`src/rtl/multicycle_control_unit.sv`:
```
// Moore control FSM and ALU decoder for a multicycle MIPS datapath.
// Outputs are decoded from the state register; write strobes are gated low while RST is high.
module multicycle_control_unit #(
  parameter int OPW = 6,
  parameter int STW = 4
) (
  input  logic           CLK,
  input  logic           RST,
  input  logic [OPW-1:0] Opcode,
  input  logic [OPW-1:0] Funct,
  input  logic           Zero,
  output logic           IRWrite,
  output logic           PCWrite,
  output logic           Branch,
  output logic           PCEn,
  output logic           IorD,
  output logic           MemWrite,
  output logic           RegWrite,
  output logic           RegDst,
  output logic           MemtoReg,
  output logic           ALUSrcA,
  output logic [1:0]     ALUSrcB,
  output logic [2:0]     ALUControl,
  output logic [1:0]     PCSrc,
  output logic           Illegal,
  output logic [STW-1:0] State
);

  typedef enum logic [STW-1:0] {
    FETCH    = STW'(0),
    DECODE   = STW'(1),
    MEMADR   = STW'(2),
    MEMRD    = STW'(3),
    MEMWB    = STW'(4),
    MEMWR    = STW'(5),
    EXECUTE  = STW'(6),
    ALUWB    = STW'(7),
    BRANCH   = STW'(8),
    ADDIEXEC = STW'(9),
    ADDIWB   = STW'(10),
    JUMP     = STW'(11)
  } state_t;

  localparam logic [OPW-1:0] OP_RTYPE = OPW'(6'b000000);
  localparam logic [OPW-1:0] OP_LW    = OPW'(6'b100011);
  localparam logic [OPW-1:0] OP_SW    = OPW'(6'b101011);
  localparam logic [OPW-1:0] OP_BEQ   = OPW'(6'b000100);
  localparam logic [OPW-1:0] OP_ADDI  = OPW'(6'b001000);
  localparam logic [OPW-1:0] OP_J     = OPW'(6'b000010);

  localparam logic [OPW-1:0] FN_ADD = OPW'(6'b100000);
  localparam logic [OPW-1:0] FN_SUB = OPW'(6'b100010);
  localparam logic [OPW-1:0] FN_AND = OPW'(6'b100100);
  localparam logic [OPW-1:0] FN_OR  = OPW'(6'b100101);
  localparam logic [OPW-1:0] FN_SLT = OPW'(6'b101010);

  logic [STW-1:0] state_reg;
  logic [STW-1:0] state_next;
  logic           op_illegal;
  logic [1:0]     aluop;
  logic           irwrite_s;
  logic           pcwrite_s;
  logic           branch_s;
  logic           memwrite_s;
  logic           regwrite_s;

  always_comb begin
    op_illegal = 1'b0;
    state_next = FETCH;
    case (state_reg)
      FETCH:    state_next = DECODE;
      DECODE: begin
        case (Opcode)
          OP_LW, OP_SW: state_next = MEMADR;
          OP_RTYPE:     state_next = EXECUTE;
          OP_BEQ:       state_next = BRANCH;
          OP_ADDI:      state_next = ADDIEXEC;
          OP_J:         state_next = JUMP;
          default: begin
            state_next = FETCH;
            op_illegal = 1'b1;
          end
        endcase
      end
      // Opcode is still valid here since the IR only loads in FETCH.
      MEMADR:   state_next = (Opcode == OP_SW) ? MEMWR : MEMRD;
      MEMRD:    state_next = MEMWB;
      EXECUTE:  state_next = ALUWB;
      ADDIEXEC: state_next = ADDIWB;
      default:  state_next = FETCH;
    endcase
  end

  always_ff @(posedge CLK) begin
    if (RST) begin
      state_reg <= FETCH;
    end else begin
      state_reg <= state_next;
    end
  end

  always_comb begin
    irwrite_s  = 1'b0;
    pcwrite_s  = 1'b0;
    branch_s   = 1'b0;
    memwrite_s = 1'b0;
    regwrite_s = 1'b0;
    IorD       = 1'b0;
    RegDst     = 1'b0;
    MemtoReg   = 1'b0;
    ALUSrcA    = 1'b0;
    ALUSrcB    = 2'b00;
    aluop      = 2'b00;
    PCSrc      = 2'b00;
    case (state_reg)
      FETCH: begin
        irwrite_s = 1'b1;
        pcwrite_s = 1'b1;
        ALUSrcB   = 2'b01;
      end
      DECODE:   ALUSrcB = 2'b11;
      MEMADR, ADDIEXEC: begin
        ALUSrcA = 1'b1;
        ALUSrcB = 2'b10;
      end
      MEMRD:    IorD = 1'b1;
      MEMWB: begin
        regwrite_s = 1'b1;
        MemtoReg   = 1'b1;
      end
      MEMWR: begin
        IorD       = 1'b1;
        memwrite_s = 1'b1;
      end
      EXECUTE: begin
        ALUSrcA = 1'b1;
        aluop   = 2'b10;
      end
      ALUWB: begin
        regwrite_s = 1'b1;
        RegDst     = 1'b1;
      end
      BRANCH: begin
        ALUSrcA  = 1'b1;
        aluop    = 2'b01;
        PCSrc    = 2'b01;
        branch_s = 1'b1;
      end
      ADDIWB:   regwrite_s = 1'b1;
      JUMP: begin
        pcwrite_s = 1'b1;
        PCSrc     = 2'b10;
      end
      default: ;
    endcase
  end

  always_comb begin
    ALUControl = 3'b010;
    case (aluop)
      2'b01: ALUControl = 3'b110;
      2'b10: begin
        case (Funct)
          FN_ADD:  ALUControl = 3'b010;
          FN_SUB:  ALUControl = 3'b110;
          FN_AND:  ALUControl = 3'b000;
          FN_OR:   ALUControl = 3'b001;
          FN_SLT:  ALUControl = 3'b111;
          default: ALUControl = 3'b010;
        endcase
      end
      default: ALUControl = 3'b010;
    endcase
  end

  assign IRWrite  = irwrite_s  & ~RST;
  assign PCWrite  = pcwrite_s  & ~RST;
  assign Branch   = branch_s   & ~RST;
  assign MemWrite = memwrite_s & ~RST;
  assign RegWrite = regwrite_s & ~RST;
  assign PCEn     = (pcwrite_s | (branch_s & Zero)) & ~RST;
  assign Illegal  = op_illegal;
  assign State    = state_reg;

endmodule

```
`config.mk`:
```
export PLATFORM = sky130hd
export DESIGN_NAME = multicycle_control_unit
export DESIGN_NICKNAME = d
export VERILOG_FILES = /design/src/rtl/multicycle_control_unit.sv
export SDC_FILE = /design/constraint.sdc
export NUM_CORES = 1
export LEC_CHECK = 0
export CAP_MARGIN = 15
export CORE_UTILIZATION = 25
export CTS_CLUSTER_DIAMETER = 80
export DETAILED_ROUTE_END_ITERATION = 8
export PLACE_DENSITY = 0.66
export RECOVER_POWER = 25
export SLEW_MARGIN = 0
export SYNTH_ARGS = -nofsm -noshare
export SYNTH_HDL_FRONTEND = slang
export SYNTH_SLANG_ARGS = --single-unit
export TNS_END_PERCENT = 50
```
`constraint.sdc`:
```
create_clock -name CLK -period 2.6 [get_ports CLK]
set_clock_uncertainty 0.05 [all_clocks]
set_input_delay 0.78 -clock CLK [delete_from_list [all_inputs] [get_ports CLK]]
set_output_delay 0.78 -clock CLK [all_outputs]
set_load 0.03 [all_outputs]
```
# After elaboration in Yosys (flattened, before gate mapping)
# Cells that the tools add are included.
# word_totals
ram_bits	0
latch_bits	0
ff_bits	4
mem_bits_ro	0
mem_count	0
word_cells	60
# op_classes
n_lt_le_gt_ge	0
n_reduce_logical	9
muxes	19
bitwise	9
n_eq_ne	22
addsub	0
mul	0
shift	0
n_div	0
# ops
op	n
6-bit equality test, second input constant	6
4-bit case mux with 6 select lines	1
4-bit case mux with 5 select lines	1
4-bit by 3-bit equality test with 1-bit output, second input constant	4
4-bit equality test, second input constant	4
3-bit case mux with 4 select lines	1
1-bit 2-to-1 mux	11
4-bit by 2-bit equality test with 1-bit output, second input constant	2
2-bit case mux with 2 select lines	2
2-bit OR reduction	4
1-bit bitwise AND	7
6-bit by 2-bit equality test with 1-bit output, second input constant	1
6-bit by 3-bit equality test with 1-bit output, second input constant	1
6-bit by 4-bit equality test with 1-bit output, second input constant	1
6-bit logical NOT	1
2-bit case mux with 3 select lines	1
3-bit case mux with 2 select lines	1
6-bit OR reduction	1
4-bit by 1-bit equality test with 1-bit output, second input constant	1
4-bit logical NOT	1
4-bit OR reduction	1
3-bit 2-to-1 mux	1
3-bit OR reduction	1
2-bit by 1-bit equality test with 1-bit output, second input constant	1
other kinds (3)	3

# Depth between registers and ports, before layout
# Gate-level depths: netlist (run 1).
# logic_depth
ltp_word	5
mapped_depth	6
mapped_depth_nobuf	6

# Worst setup path before layout (run 1)
# No wires, ideal clock.
# synth_path
path_type	register -> output
startpoint	register state_reg[1], in the netlist State[1]
endpoint	output PCEn
required_time_ps	1770
stages_incl_launch_ff	5
arrival_time_ps	1988
slack_ps	-218
n_path_buf	1
cell_sequence	dfxtp_1 -> buf_4 -> nand3_1 -> a211oi_1 -> a21o_1
# synth_between
elab_chain_len	5
elab_cells_between_ends	9
# synth_rtl
item	line	source
start, declared	57	logic [STW-1:0] state_reg;
start signal, assigned	98	state_reg <= state_next;
4-bit equality test / 4-bit logical NOT (equally long branches)	115	case (state_reg)
2-bit OR reduction (no line) / 1-bit 2-to-1 mux (equally long branches)	-	
1-bit 2-to-1 mux / 1-bit bitwise AND (equally long branches)	115, 181	
1-bit bitwise OR *	181	assign PCEn = (pcwrite_s | (branch_s & Zero)) & ~RST;
1-bit bitwise AND *	181	
end, declared	15	output logic PCEn,
# Every way passes the cells marked *; elsewhere a longest branch is shown, timed or not.

# Worst setup path after layout (run 1)
# layout_path
startpoint	input Opcode[2]
endpoint	output Illegal
# layout_between
elab_chain_len	4
elab_cells_between_ends	9
# layout_rtl
item	line	source
start, declared	9	input logic [OPW-1:0] Opcode,
6-bit equality test, or another cell as far along	73	case (Opcode)
6-bit OR reduction (no line) *	-	
1-bit 2-to-1 mux *	73	
1-bit 2-to-1 mux *	70	case (state_reg)
end, declared	25	output logic Illegal,
# Marked as above.

==> flow_metrics.env, run 1 <==
export IMPL_async_flop_share=0
export IMPL_yosys_area_top_type="dfxtp_1"
export IMPL_antenna_cells=0
export IMPL_port_buffers=36
export IMPL_fmax_ghz=0.3848
export IMPL_drc=0
export IMPL_place_gp_congestion=0.7837
export IMPL_dp_hpwl_um=1686
export IMPL_cts_tree="yes"
export IMPL_p_switching_uw=97.13
export IMPL_yosysMostFrequentCell="nor2_1"
export IMPL_synth_yosys_seq_area_share=0.1325
export IMPL_synth_flop_cell="dfxtp_1"
export IMPL_seqCellArea_um2=82.58
export IMPL_min_from="State[3]"
export IMPL_power_leakage_uw=0.0006275
export IMPL_hold_depth=2
export IMPL_p_clk_frac=0.278
export IMPL_crit_path_end_kind="output pin"
export IMPL_worst_path_largest_cell_delay_ps=220
export IMPL_synth_fp_nets=104
export IMPL_vias_per_cell=4.901
export IMPL_timing_rr_start="State[1]"
export IMPL_cp_slowest_cell="o211ai_1"
export IMPL_antenna_found_initial=0
export IMPL_syn_inst=86
export IMPL_p_seq_frac=0.235
export IMPL_initialDrtViolationCount=1
export IMPL_drt_wl_total_um=2255
export IMPL_fin_area_um2=1326
export IMPL_critical_path_top_delay_family="buffers and inverters"
export IMPL_grt_pass1_vias=935
export IMPL_post_place_ws_ps=-743.7
export IMPL_filler_cell_count=219
export IMPL_path_class="input pin to output pin"
export IMPL_clk_pin_slew_ps=40
export IMPL_min_delay_worst_endpoint="State[0]"
export IMPL_synth_edf_count=0
export IMPL_final_max_slew_viol_count=0
export IMPL_crit_chain="clkdlybuf4s15_2 > xor2_1 > o211ai_1 > nand2_1 > nor3_2 > buf_4"
export IMPL_grt_start_max_net_pins=13
export IMPL_gr_total_overflow=0
export IMPL_internal_power_uw=183.6
export IMPL_initial_core_util=0.2680
export IMPL_combPwrFrac=0.487
export IMPL_rrSetupSlack_ps=1160
export IMPL_slew_headroom=0.7536
export IMPL_worstPathMaxFanout=4
export IMPL_setup_viol=0
export IMPL_die_w_um=51.17
export IMPL_synthDominantCellAreaShare=0.1325
export IMPL_yosysWarnings=0
export IMPL_grt_pass1_wl_um=3746
export IMPL_timing_final_crit_share=0.9996
export IMPL_die_y_um=51.17
export IMPL_cts_made_buffers=3
export IMPL_fin_crit_ps=2599
export IMPL_ir_drop_mv=0.1372
export IMPL_finalHoldViolCount=0
export IMPL_cellPowerDensity_nw_per_um2=211.7
export IMPL_clock_root_buffer="clkbuf_4"
export IMPL_rsz0062_at_grt="yes"
export IMPL_cp_buffers_inverters=2
export IMPL_drtAntennaViolNets=0
export IMPL_wire_per_inst_um=11.81
export IMPL_nets=183
export IMPL_cts_sinks=4
export IMPL_setup_ws_ps=0.9942
export IMPL_hold_path_class="flip-flop to flip-flop"
export IMPL_maxCapViolCount=0
export IMPL_fp_row_count=17
export IMPL_crit_path_start_kind="input pin"
export IMPL_coreArea_um2=2255
export IMPL_largest_register_ffs=4
export IMPL_netlist_area_um2=604.3
export IMPL_crit_arrival_ps=1770
export IMPL_ys_types=35
export IMPL_vias=936
export IMPL_worst_r2r_endpoint="State[1]"
export IMPL_clockBufferDepth=2
export IMPL_syn_to_final_growth_pct=119.5
export IMPL_synth_seq_cells=4
export IMPL_place_area_um2=1187
export IMPL_p_sw_frac=0.3460
export IMPL_grt_usage=0.1907
export IMPL_clk_latency_ps=240
export IMPL_synth_area_top_cells="dfxtp_1 (13%), nor3_1 (6.6%), ha_1 (6.2%)"
export IMPL_drive_gt1_frac=0.4663
export IMPL_drt_pass1_iterations=2
export IMPL_synth_avg_cell_area_um2=7.027
export IMPL_worstPathRequired_ps=1770
export IMPL_synth_common_cells="nor2_1 (10), nor3_1 (8), nand2_1 (7)"
export IMPL_htreeDepth=1
export IMPL_die_area_um2=2618
export IMPL_tightestPinTransition_ps=371.2
export IMPL_multi_input_comb_area_um2=536.8
export IMPL_ios=37
export IMPL_outcome="complete, no violations"
export IMPL_r2r_cells=5
[per-stage QoR]
stage,TNS (ps),cells,hold slack [ps],utilization,total power (µW)
final,0,191,539.0,0.5882,280.7
after global routing,-101.2,191,591.2,0.5882,295.8
after CTS,0,191,566.2,0.5893,282.4
after detailed placement,-1694,177,559.9,0.5266,197.3
after global placement,-1477,177,556.9,0.5266,195.3
after floorplan,-133.7,86,674.7,-,124.5
[power by group through the flow]
stage | clock network (µW) | logic (µW) | registers (µW)
after CTS | 79.0 | 138 | 65.7
after global routing | 82.9 | 147 | 66.3
after floorplan | 0 | 54.4 | 70.1
after detailed placement | 0 | 131 | 66.6
after global placement | 0 | 129 | 66.5
final | 78.1 | 137 | 65.9
[logic make-up after synthesis]
family,synth area share
flops,0.1325
buf+inv,0.05174
xor+xnor,0.05797
simple gates,0.4472
compound gates,0.2485
fa+ha+maj,0.06212
[cell type report]
type                       instances  share of cell area
sequential                         4             0.06226
inverter                           3            0.008491
tap                               28             0.02642
timing repair buffer              77              0.4811
clock buffer                       3             0.01698
multi-input combinational         76              0.4047
[worst reg2reg max path: cells and delay by family, from the launching register on]
family	cells	cell delay (ps)
flip-flops	1	330
AO/OA/AOI/OAI	2	320
buffers and inverters	1	180
AND/OR/NAND/NOR	2	480
[routing by layer]
layer  vias to the layer above  track usage  routed length, µm
met4                         0      0.09259                 38
li1                        466            -                  -
met5                         -            0                  0
met1                       436       0.1717                804
met2                        30       0.3947               1289
met3                         4      0.03274                123
[cells in the final DEF (no fill, tap or decap), drive strengths merged]
cell type,instances
nor2b,4
buf,53
dfxtp,4
o211ai,1
clkdlybuf4s15,6
dlygate4sd2,8
or2,1
ha,3
o21ai,4
and3,2
clkbuf,4
nor2,10
dlygate4sd3,1
xor2,4
a32oi,1
a21boi,1
a31oi,2
a22oi,1
nor3b,2
inv,3
and2,2
nand3,3
nor3,9
a2111oi,2
dlymetal6s2s,2
nor4,3
a21oi,5
a211oi,1
o21bai,1
and2b,1
nand2,7
clkdlybuf4s50,6
nand2b,4
a21o,1
a211o,1
[timing repair]
action / in CTS / in global routing
resized for setup: 40 / 6
hold buffers: 0 / 0
pin swaps: 10 / 2
setup endpoints to repair: 8 / 7
setup buffers: 12 / 0
[how the worst max path moves through the flow]
| stage | from | end | slack, ps | depth (start not counted) |
|---|---|---|---|---|
| after floorplan | Opcode[2] | Illegal | -90 | 4 |
| after global placement | Funct[2] | ALUControl[1] | -680 | 5 |
| after detailed placement | Funct[2] | ALUControl[1] | -740 | 5 |
| after CTS | Opcode[0] | Illegal | 0.0006 | 6 |
| after global routing | Opcode[3] | Illegal | -70 | 6 |
| final | Opcode[2] | Illegal | 1 | 6 |
No activity file was read; power rests on OpenSTA's default activity.
==> inputs of run 2 (changes only) <==
--- a/config.mk
+++ b/config.mk
@@ -8,6 +8,7 @@
 export CAP_MARGIN = 15
 export CORE_UTILIZATION = 25
 export CTS_CLUSTER_DIAMETER = 80
+export CTS_CLUSTER_SIZE = 10
 export DETAILED_ROUTE_END_ITERATION = 8
 export PLACE_DENSITY = 0.66
 export RECOVER_POWER = 25
==> results of run 2 <==
No change in the layout: final DEF, timing and power equal those of run 1.
==> inputs of run 3 (changes only) <==
==> constraint.sdc (replaced) <==
create_clock -name CLK -period 2.8 [get_ports CLK]
set_clock_uncertainty 0.05 [all_clocks]
set_input_delay 0.84 -clock CLK [delete_from_list [all_inputs] [get_ports CLK]]
set_output_delay 0.84 -clock CLK [all_outputs]
set_load 0.03 [all_outputs]
==> run 3 against run 2 <==
Net effect: clock power fell by 15%; combinational power fell by 12%; core utilization fell by 5.4 points; critical path depth did not move; cell area fell by 9.2%; clock-buffer cell count did not move; largest cell class is now multi-input gates; highest routed layer is now met3.
==> flow_metrics.env, run 3 (synthesis results as in run 1) <==
export IMPL_min_delay_worst_endpoint="State[0]"
export IMPL_r2r_cells=5
export IMPL_worstPathRequired_ps=1910
export IMPL_setup_viol=0
export IMPL_drtAntennaViolNets=0
export IMPL_place_gp_congestion=0.7344
export IMPL_clk_pin_slew_ps=30
export IMPL_power_leakage_uw=0.0005387
export IMPL_drt_wl_total_um=2061
export IMPL_fin_tns_setup_ps=0
export IMPL_crit_path_start_kind="input pin"
export IMPL_grt_usage=0.1752
export IMPL_dp_hpwl_um=1605
export IMPL_antenna_found_initial=0
export IMPL_drc=0
export IMPL_largest_register_ffs=4
export IMPL_die_area_um2=2618
export IMPL_nets=168
export IMPL_rrSetupSlack_ps=1370
export IMPL_die_w_um=51.17
export IMPL_final_cell_mix="buf_4 (35), clkdlybuf4s50_1 (11), nor2_1 (10)"
export IMPL_die_y_um=51.17
export IMPL_drt_pass1_iterations=4
export IMPL_grt_pass1_vias=819
export IMPL_min_from="State[3]"
export IMPL_path_class="input pin to output pin"
export IMPL_timing_final_crit_share=0.9920
export IMPL_fin_crit_ps=2778
export IMPL_gr_total_overflow=0
export IMPL_rsz0062_at_grt="yes"
export IMPL_crit_arrival_ps=1890
export IMPL_coreArea_um2=2255
export IMPL_fp_row_count=17
export IMPL_port_buffers=36
export IMPL_clock_root_buffer="clkbuf_4"
export IMPL_outcome="complete, no violations"
export IMPL_tightestPinTransition_ps=313.6
export IMPL_cellPowerDensity_nw_per_um2=206.1
export IMPL_timing_rr_start="State[2]"
export IMPL_grt_start_max_net_pins=13
export IMPL_hold_depth=2
export IMPL_drive_gt1_frac=0.3784
export IMPL_vias=850
export IMPL_cts_tree="yes"
export IMPL_cts_sinks=4
export IMPL_ios=37
export IMPL_htreeDepth=1
export IMPL_finalCoreUtilization=0.5344
export IMPL_clockBufferDepth=2
export IMPL_maxCapViolCount=0
export IMPL_layout_commonest_cell="buf_4"
export IMPL_hold_path_class="flip-flop to flip-flop"
export IMPL_cts_made_buffers=3
export IMPL_crit_path_end_kind="output pin"
export IMPL_finalHoldViolCount=0
export IMPL_worst_r2r_endpoint="State[1]"
export IMPL_antenna_cells=0
export IMPL_worstPathMaxFanout=2
export IMPL_syn_to_final_growth_pct=99.38
export IMPL_slew_headroom=0.7903
export IMPL_grt_pass1_wl_um=3484
export IMPL_ir_drop_mv=0.1432
export IMPL_fmax_ghz=0.3600
export IMPL_clk_latency_ps=220
export IMPL_wire_per_inst_um=11.71
export IMPL_vias_per_cell=4.830
export IMPL_final_max_slew_viol_count=0
export IMPL_initial_core_util=0.2680
export IMPL_initialDrtViolationCount=6
run 3: worst max-delay path by stage:
stage / start / endpoint / slack (ps) / cells after the start
6_report: Funct[3] / ALUControl[0] / 20 / 6
5_1_grt: Opcode[5] / Illegal / -20 / 6
4_1_cts: Opcode[3] / Illegal / 9 / 6
3_5_place_dp: Funct[2] / ALUControl[1] / -690 / 5
3_3_place_gp: Funct[2] / ALUControl[1] / -580 / 5
2_1_floorplan: State[2] / ALUControl[0] / -70 / 4
run 3: routing by layer:
layer / part of all wire / wire length (µm) / global-route usage / up-vias
met5: 0 / 0 / 0 / -
met4: 0 / 0 / 0.05556 / 0
met3: 0.055 / 114 / 0.02976 / 0
met2: 0.56 / 1159 / 0.3509 / 23
met1: 0.38 / 786 / 0.1788 / 385
li1: - / - / - / 442
run 3: timing repair:
action	CTS	global route
resized for setup	28	10
pin swaps	7	4
setup buffers	2	0
hold buffers	0	0
endpoints found under the setup margin	5	4
endpoints found under the hold margin	0	0
gates cloned	0	0
run 3: power breakdown:
part	internal, µW	switching, µW
Clock	47.6	18.7
Combinational	58.6	62.8
Sequential	59.2	1.47
Total	165	82.9
run 3: metrics by stage:
stage	cell area, µm²	hold WS, ps	setup WS [ps]	total power, µW	cells
3_5_place_dp	1140	559.9	-690.2	182.3	171
3_3_place_gp	1140	556.5	-578.2	180.5	171
4_1_cts	1201	570.5	9.498	249.9	176
5_1_grt	1205	611.7	-15.23	267.6	176
2_1_floorplan	609.3	674.7	-70.85	115.4	86
6_report	1205	560.8	22.29	248.3	176
run 3: area by class of cell:
type                       instances  area [µm²]
inverter                           3       11.26
sequential                         4       80.08
timing repair buffer              62       518.0
clock buffer                       3       22.52
fill                             229        1050
tap                               28       35.03
multi-input combinational         76       538.0
run 3: worst max-delay path: stages:
cell,delay [ps]
dlygate4sd2_1,290
nor3b_4,200
buf_4,140
a22oi_1,90
nor3_1,150
buf_4,180
